## config.mk

```make
export PLATFORM = sky130hd
export DESIGN_NAME = uart_rx
export DESIGN_NICKNAME = d
export VERILOG_FILES = /design/src/rtl/uart_pkg.sv /design/src/rtl/uart_baud_tick.sv /design/src/rtl/uart_rx.sv
export SDC_FILE = /design/constraint.sdc
export NUM_CORES = 1
export LEC_CHECK = 0
export BUFFER_PORTS_ARGS = -buffer_cell sky130_fd_sc_hd__buf_2
export CAP_MARGIN = 20
export CORE_MARGIN = 4
export CORE_UTILIZATION = 60
export CTS_CLUSTER_DIAMETER = 80
export CTS_CLUSTER_SIZE = 30
export DETAILED_ROUTE_END_ITERATION = 6
export HOLD_SLACK_MARGIN = 0.02
export PLACE_DENSITY = 0.8
export SYNTH_ARGS = -nofsm -noshare
export SYNTH_HDL_FRONTEND = slang
export SYNTH_HIERARCHICAL = 1
export SYNTH_SLANG_ARGS = --single-unit
```

## constraint.sdc

```tcl
create_clock -name clk -period 3.4 [get_ports clk]
set_input_delay 0.68 -clock clk [delete_from_list [all_inputs] [get_ports clk]]
set_output_delay 0.68 -clock clk [all_outputs]
set_load 0.03 [all_outputs]
```

## src/rtl/uart_pkg.sv

```systemverilog
// Shared types and constants for the UART receiver and (later) transmitter.
`timescale 1ns/1ps
package uart_pkg;

  localparam int DATA_BITS    = 8;
  localparam int OVERSAMPLE   = 4;
  localparam int PHASE_W      = $clog2(OVERSAMPLE);
  // Mid-bit sample lands on the second tick of each bit period.
  localparam int SAMPLE_PHASE = OVERSAMPLE / 2 - 1;

  typedef enum logic [2:0] {
    IDLE,
    START,
    DATA,
    PARITY,
    STOP,
    WAIT_HI
  } uart_state_e;

endpackage

```

## src/rtl/uart_baud_tick.sv

```systemverilog
// Oversample tick divider: counts 0..DIV-1 and emits a tick on DIV-1.
// Held at zero while disabled or cleared.
`timescale 1ns/1ps
module uart_baud_tick #(
  parameter int DIV = 260
) (
  input  logic clk,
  input  logic rst_n,
  input  logic clr,
  input  logic en,
  output logic tick
);

  localparam int            CW   = $clog2(DIV);
  localparam logic [CW-1:0] LAST = CW'(DIV - 1);

  logic [CW-1:0] cnt_q, cnt_d;

  always_comb begin
    // NOTE: every combinational output gets a default first so no path leaves it unassigned (no latch).
    cnt_d = cnt_q;
    if (clr || !en)          cnt_d = '0;
    else if (cnt_q == LAST)  cnt_d = '0;
    else                     cnt_d = cnt_q + CW'(1);
  end

  // NOTE: state registers use non-blocking assignment so all flops update together at the edge.
  always_ff @(posedge clk or negedge rst_n) begin
    if (!rst_n) cnt_q <= '0;
    else        cnt_q <= cnt_d;
  end

  assign tick = en && (cnt_q == LAST);

endmodule

```

## src/rtl/uart_rx.sv

```systemverilog
// 8N1 UART receiver, 4x oversampled, valid/ready output with framing/overrun flags.
// Define UART_RX_PARITY_EN to add an even-parity bit and the parity_err_o port.
`timescale 1ns/1ps
module uart_rx
  import uart_pkg::*;
#(
  parameter int DIV = 260
) (
  input  logic       clk,
  input  logic       rst_n,
  input  logic       ena,
  input  logic       rx_i,
  output logic [7:0] data_o,
  output logic       valid_o,
  input  logic       ready_i,
  output logic       busy_o,
  output logic       frame_err_o,
  output logic       overrun_o
`ifdef UART_RX_PARITY_EN
  ,
  output logic       parity_err_o
`endif
);

  uart_state_e          state_q, state_d;
  logic                 rx_meta_q, rxs_q;
  logic [PHASE_W-1:0]   phase_q, phase_d;
  logic [2:0]           idx_q, idx_d;
  logic [DATA_BITS-1:0] shreg_q, shreg_d, data_q, data_d;
  logic                 valid_q, valid_d, busy_q, busy_d;
  logic                 ferr_q, ferr_d, ovr_q, ovr_d;
  logic                 tick, sample, start_det, deliver, baud_en;
`ifdef UART_RX_PARITY_EN
  logic                 perr_q, perr_d, par_bad_q, par_bad_d;
`endif

  assign baud_en = state_q inside {START, DATA, PARITY, STOP};
  assign sample  = tick && (phase_q == PHASE_W'(SAMPLE_PHASE));

  uart_baud_tick #(.DIV(DIV)) u_baud (
    .clk   (clk),
    .rst_n (rst_n),
    .clr   (start_det),
    .en    (baud_en),
    .tick  (tick)
  );

  always_comb begin
    state_d   = state_q;
    phase_d   = phase_q;
    idx_d     = idx_q;
    shreg_d   = shreg_q;
    data_d    = data_q;
    valid_d   = valid_q;
    ferr_d    = 1'b0;
    ovr_d     = 1'b0;
    start_det = 1'b0;
    deliver   = 1'b0;
`ifdef UART_RX_PARITY_EN
    perr_d    = 1'b0;
    par_bad_d = par_bad_q;
`endif

    if (valid_q && ready_i) valid_d = 1'b0;
    if (tick)               phase_d = phase_q + PHASE_W'(1);

    case (state_q)
      IDLE: begin
        phase_d = '0;
        if (!rxs_q) begin
          state_d   = START;
          start_det = 1'b1;
`ifdef UART_RX_PARITY_EN
          par_bad_d = 1'b0;
`endif
        end
      end
      START: if (sample) begin
        if (rxs_q) state_d = IDLE;
        else begin
          state_d = DATA;
          idx_d   = '0;
        end
      end
      DATA: if (sample) begin
        shreg_d[idx_q] = rxs_q;
        if (idx_q == 3'(DATA_BITS - 1)) begin
`ifdef UART_RX_PARITY_EN
          state_d = PARITY;
`else
          state_d = STOP;
`endif
        end else begin
          idx_d = idx_q + 3'd1;
        end
      end
`ifdef UART_RX_PARITY_EN
      PARITY: if (sample) begin
        if (rxs_q != ^shreg_q) begin
          perr_d    = 1'b1;
          par_bad_d = 1'b1;
        end
        state_d = STOP;
      end
`endif
      STOP: if (sample) begin
        if (rxs_q) begin
          state_d = IDLE;
`ifdef UART_RX_PARITY_EN
          deliver = !par_bad_q;
`else
          deliver = 1'b1;
`endif
        end else begin
          ferr_d  = 1'b1;
          state_d = WAIT_HI;
        end
      end
      WAIT_HI: if (rxs_q) state_d = IDLE;
      default: state_d = IDLE;
    endcase

    // A consumer taking the old byte this cycle frees the slot for the new one.
    if (deliver) begin
      if (!valid_q || ready_i) begin
        data_d  = shreg_q;
        valid_d = 1'b1;
      end else begin
        ovr_d = 1'b1;
      end
    end

    if (!ena) begin
      state_d   = IDLE;
      start_det = 1'b0;
    end

    busy_d = (state_q != IDLE);
  end

  always_ff @(posedge clk or negedge rst_n) begin
    if (!rst_n) begin
      rx_meta_q <= 1'b1;
      rxs_q     <= 1'b1;
      state_q   <= IDLE;
      phase_q   <= '0;
      idx_q     <= '0;
      shreg_q   <= '0;
      data_q    <= '0;
      valid_q   <= 1'b0;
      busy_q    <= 1'b0;
      ferr_q    <= 1'b0;
      ovr_q     <= 1'b0;
`ifdef UART_RX_PARITY_EN
      perr_q    <= 1'b0;
      par_bad_q <= 1'b0;
`endif
    end else begin
      rx_meta_q <= rx_i;
      rxs_q     <= rx_meta_q;
      state_q   <= state_d;
      phase_q   <= phase_d;
      idx_q     <= idx_d;
      shreg_q   <= shreg_d;
      data_q    <= data_d;
      valid_q   <= valid_d;
      busy_q    <= busy_d;
      ferr_q    <= ferr_d;
      ovr_q     <= ovr_d;
`ifdef UART_RX_PARITY_EN
      perr_q    <= perr_d;
      par_bad_q <= par_bad_d;
`endif
    end
  end

  assign data_o      = data_q;
  assign valid_o     = valid_q;
  assign busy_o      = busy_q;
  assign frame_err_o = ferr_q;
  assign overrun_o   = ovr_q;
`ifdef UART_RX_PARITY_EN
  assign parity_err_o = perr_q;
`endif

endmodule

```

# After elaboration in Yosys (flattened, before gate mapping)
# Index checks and enable logic that the tools add are counted.
[word_totals] ff_bits=39 elab_cells=87 inputBits=5
[op_classes] n_eq_ne=18 n_mux=35 reduce_logical=17 addsub=3 n_lt_le_gt_ge=2
[op_table] op="$mux 3" count=12
[op_table] op="$mux 9" count=2
[op_table] op="$ne 3x3->1 const B" count=5
[op_table] op="$pmux 3 s5" count=1
[op_table] op="$mux 1" count=14
[op_table] op="$add 9x1->9 const B" count=1
[op_table] op="$eq 3x3->1 const B" count=3
[op_table] op="$eq 9x9->1 const B" count=1
[op_table] op="$bwmux 8" count=1
[op_table] op="$ne 2x2->1 const B" count=4
[op_table] op="$eq 3x2->1 const B" count=2
[op_table] op="$mux 2" count=3
[op_table] op="$pmux 3 s2" count=1
[op_table] op="$reduce_and 6->1" count=1
[op_table] op="$reduce_and 5->1" count=1
[op_table] op="$logic_and 1x1->1" count=4
[op_table] op="$lt 3x4->1 const B" count=1
[op_table] op="$reduce_and 2->1" count=2
[op_table] op="$reduce_bool 2->1" count=2
[op_table] op="$reduce_bool 4->1" count=1
[op_table] op="$add 3x1->3 const B" count=1
[op_table] op="$demux 1 s3" count=1
[op_table] op="$eq 3x1->1 const B" count=1
[op_table] op="$ge 3x1->1 const B" count=1
[op_table] op="other kinds (7)" count=9

# Longest topological paths before layout
[depth] ltp_word=7 ltp_mapped=8 ltp_nobuf=6

# By module
# Netlist, hierarchy kept.
[modules_own_cells] mod="uart_rx" cells_each=111 seq_area_each_um2=753.2 area_per_inst_um2=1386.3 n_inst=1
[modules_own_cells] mod="uart_baud_tick" cells_each=43 seq_area_each_um2=225.2 area_per_inst_um2=440.4 n_inst=1

# Worst setup path before layout
# Ideal clock, no wire load.
[synth_timing] path_type="flip-flop to flip-flop" start="register u_baud.cnt_q[0]" end="register data_q[0] (netlist: data_o[0])" setup_time_ns=0.125 arrival_ns=1.994 path_stages_with_launch=8 slack_ns=1.281 cell_sequence="dfrtp_1 ha_1 nor4b_1 and3_1 and2_1 and4b_1 buf_6 mux2_2"
[synth_via] elab_chain_len=6
[synth_rtl] element="from (decl)" line="uart_baud_tick.sv:17" source="logic [CW-1:0] cnt_q, cnt_d;"
[synth_rtl] element="from (signal assigned)" line="uart_baud_tick.sv:30" source="else cnt_q <= cnt_d;"
[synth_rtl] element="$eq 9x9->1" line="uart_baud_tick.sv:33" source="assign tick = en && (cnt_q == LAST);"
[synth_rtl] element="$logic_and 1x1->1" line="uart_baud_tick.sv:33"
[synth_rtl] element="net tick" line="uart_rx.sv:32" source="logic tick, sample, start_det, deliver, baud_en;"
[synth_rtl] element="$logic_and 1x1->1" line="uart_rx.sv:38" source="assign sample = tick && (phase_q == PHASE_W'(SAMPLE_PHASE));"
[synth_rtl] element="$mux 1" line="uart_rx.sv:106" source="STOP: if (sample) begin"
[synth_rtl] element="$mux 1" line="uart_rx.sv:67" source="case (state_q)"
[synth_rtl] element="$reduce_and 2->1 (no line)"
[synth_rtl] element="to (signal assigned)" line="uart_rx.sv:165" source="data_q <= data_d;"
[synth_rtl] element="to (decl)" line="uart_rx.sv:29" source="logic [DATA_BITS-1:0] shreg_q, shreg_d, data_q, data_d;"
# The timed path passes the listed nets, and every way through them passes these cells.
# A chain may end at the register's enable or synchronous reset.

# Worst setup path after layout
[layout_timing] start="register u_baud.cnt_q[0]" end="register data_q[2] (netlist: data_o[2])"
# The elaborated chain is that of the path after synthesis.

==> impl_metrics.tcl <==
set metrics [dict create \
    outcome "finished, final reports clean" \
    path_max_fanout 8 \
    arrival_ns 2.78 \
    report.final.setup_viol 0 \
    avgRoutedWirePerCell_um 15.94 \
    leak_nw 0.9809 \
    worstSkewPairLatency_ns 0.35 \
    top_level_port_count 17 \
    power-per-cell-area_mw_per_mm2 444.5 \
    routed-via-count 1207 \
    mapped_cells 154 \
    drv.max_cap_violation_count 0 \
    detailedPlacementHpwl_um 2335 \
    critical_path.reg2reg.endpoint "data_o[2]$_DFFE_PN0P_" \
    core.rowCount 19 \
    min_from "rx_meta_q$_DFF_PN1_" \
    critical_path_capture_point_type "flop" \
    cts_setup_buffers 0 \
    gp_congestion 0.8235 \
    postCtsResizedCells 0 \
    drive_gt1_frac 0.2965 \
    timing.critical_path.max_delay_family "simple AND/OR/NAND/NOR gates" \
    finalCriticalPeriod_ns 2.531 \
    maxClockFrequency_ghz 0.3951 \
    ys_types 41 \
    totalNegativeSetupSlack_ns 0 \
    dominantRegCellSynth "sky130_fd_sc_hd__dfrtp_1" \
    total_wire_length_um 3235 \
    clock_sinks 39 \
    reg2reg_depth 6 \
    timing.critical_path.cells "ha_1 > nor4b_1 > and3_1 > and2_1 > and4b_1 > mux2_2" \
    grt_pass1_wl_um 5706 \
    final-max-slew-violation-count 0 \
    fin_worst_skew_ns 0.006074 \
    synth-warning-count 6 \
    route.detailed.drc 0 \
    worstPathBufferInverterCount 0 \
    vdd.ir_drop.worst_uv 298.8 \
    die_h_um 63.18 \
    cp-start-kind "flop" \
    yosysMostFrequentCell "sky130_fd_sc_hd__dfrtp_1" \
    critical_path.slowest_cell "sky130_fd_sc_hd__and4b_1" \
    slowest_delay_ns 0.47 \
    period_share 0.7445 \
    drt_pass1_iterations 4 \
    layout.nets 180 \
    synth.cell_area_mm2 0.001827 \
    viasPerCell 5.946 \
    grt_start_max_net_pins 40 \
    ys_async_sr_fraction 1.000 \
    reg2reg_setup_slack_ns 0.87 \
    floorplan.initialDensity 0.6457 \
    average_size_of_a_mapped_cell_um2 11.86 \
    synth-edff-count 0 \
    final_hold_viol_count 0 \
    gr-usage-all-layers 0.1877 \
    synth.ff_latch_count 39 \
    first_global_vias 1229 \
    tightest_slew_ns 0.8484 \
    dpl.cell_count 195 \
    floorplan.core_area_mm2 0.002829 \
    yosys-top-cells-count "sky130_fd_sc_hd__dfrtp_1 (37), sky130_fd_sc_hd__mux2_2 (18), sky130_fd_sc_hd__nor2_1 (10)" \
    overflow 0 \
    regArea_um2 978.4 \
    syn_to_final_growth_pct 9.863 \
    die_area_mm2 0.003991 \
    cts_buffer_depth 2 \
    clk_root_buffer_cell "sky130_fd_sc_hd__clkbuf_4" \
    worstPathRequired_ns 3.65 \
    layout.filler_cells 210 \
    postCtsHoldBufs 0 \
    rsz_0062_raised_after_global_routing "no" \
    fp.dieW_um 63.18 \
    numCtsBuffers 5 \
    clk_transition_reported_paths_ns 0.12 \
    cts-htree-levels 2 \
    number_of_antenna_violations_at_the_first_check_in_global_routing 0 \
    yosysSeqAreaShare 0.5356 \
    post_dp_cell_area_mm2 0.001902 \
    multi_input_comb_area_um2 778.2 \
    timing.slew.headroom 0.4344 \
    synth.area.top_cells "sky130_fd_sc_hd__dfrtp_1 (51%), sky130_fd_sc_hd__mux2_2 (11%), sky130_fd_sc_hd__dfstp_2 (2.9%), sky130_fd_sc_hd__ha_1 (2.7%), sky130_fd_sc_hd__nor2_1 (2.1%)" \
    worst-setup-path-type "reg -> reg" \
    holdPathEnd "rxs_q$_DFF_PN1_" \
    layout.cell_area.non_filler_mm2 0.002007 \
    io_buffers 16 \
    tritoncts "yes" \
    hold_path_class "reg -> reg" \
    synthesized_nets 163 \
    holdPathStages 0 \
    antenna_left 0 \
    post-synth-top-area-cell "sky130_fd_sc_hd__dfrtp_1" \
    netlist.area_leader.share 0.5068 \
    timing.rr.start "u_baud/cnt_q[0]$_DFF_PN0_" \
    n_antenna_cell 0 \
    fin_cells 203 \
    detailedRoute.firstIterationViolations 75 \
]
[power breakdown]
group,switching (W),internal [W]
clock network,0.000158,0.000228
logic,0.0000193,0.00000910
registers,0.00000780,0.000469
total,0.000185,0.000707
[per-stage QoR]
step	power [W]	setup WS [ns]	util	hold slack (ns)
6_report	0.0008921	0.8688	0.7094	0.3645
4_1_cts	0.0009016	0.8490	0.7094	0.3652
3_3_place_gp	0.0005133	1.022	0.6723	0.3468
3_5_place_dp	0.0005150	0.8574	0.6723	0.3482
5_1_grt	0.0009321	0.6576	0.7094	0.3735
2_1_floorplan	0.0004997	1.281	-	0.3452
[flip-flops by register name, indices dropped and copies added, names as in the netlist]
signal	flops
busy_o	1
data_o	8
frame_err_o	1
idx_q	3
overrun_o	1
phase_q	2
rx_meta_q	1
rxs_q	1
shreg_q	8
state_q	3
u_baud/cnt_q	9
valid_o	1
[worst register-to-register path, cell delays in order, from the launching register on]
cell and delay [ns]:
sky130_fd_sc_hd__dfrtp_1 0.42, sky130_fd_sc_hd__ha_1 0.26, sky130_fd_sc_hd__nor4b_1 0.30, sky130_fd_sc_hd__and3_1 0.35
sky130_fd_sc_hd__and2_1 0.23, sky130_fd_sc_hd__and4b_1 0.47, sky130_fd_sc_hd__mux2_2 0.39
[kinds of logic after synthesis]
logic type | after synthesis | synth area share
mux | 20 | 0.1219
simple gates | 56 | 0.1932
fa+ha+maj | 4 | 0.02740
buf+inv | 13 | 0.03836
compound gates | 17 | 0.05959
flops | 39 | 0.5356
xor+xnor | 5 | 0.02398
[how the worst max path moves through the flow]
stage,start,end,slack [ns],depth (start not counted)
global placement,u_baud/cnt_q[0]$_DFF_PN0_,data_o[6]$_DFFE_PN0P_,1.02,6
CTS,u_baud/cnt_q[0]$_DFF_PN0_,data_o[0]$_DFFE_PN0P_,0.85,6
detailed placement,u_baud/cnt_q[0]$_DFF_PN0_,data_o[2]$_DFFE_PN0P_,0.86,6
floorplan,u_baud/cnt_q[0]$_DFF_PN0_,data_o[0]$_DFFE_PN0P_,1.28,7
global route,u_baud/cnt_q[0]$_DFF_PN0_,data_o[2]$_DFFE_PN0P_,0.66,6
finish,u_baud/cnt_q[0]$_DFF_PN0_,data_o[2]$_DFFE_PN0P_,0.87,6
[layout by cell type (no fill, tap or decap), types with 5 or more instances in the layout]
cell / netlist / final
sky130_fd_sc_hd__buf_2: 2 / 16
sky130_fd_sc_hd__nor2_1: 10 / 10
sky130_fd_sc_hd__o21ai_0: 5 / 5
sky130_fd_sc_hd__inv_1: 7 / 7
sky130_fd_sc_hd__nand4_1: 5 / 5
sky130_fd_sc_hd__clkbuf_4: 0 / 5
sky130_fd_sc_hd__mux2_2: 18 / 18
sky130_fd_sc_hd__nand2_1: 9 / 9
sky130_fd_sc_hd__dfrtp_1: 37 / 37
sky130_fd_sc_hd__a21oi_1: 5 / 5
[layer usage]
metal | vias up | GRT usage | routed length [um]
met3 | 7 | 0.04796 | 92
met2 | 18 | 0.3175 | 1650
met5 | - | 0 | 0
met4 | 0 | 0.09704 | 76
li1 | 583 | - | -
met1 | 599 | 0.2195 | 1415
[cell type report]
type,instances,share of cell area
well taps,31,0.01933
multi-input cells,102,0.3878
clock buffers,5,0.01870
repair buffers,16,0.03990
inverters,7,0.01309
flip-flops and latches,39,0.4875
clock inverters,3,0.03367
Note: power is estimated with default switching activity, not from simulation.
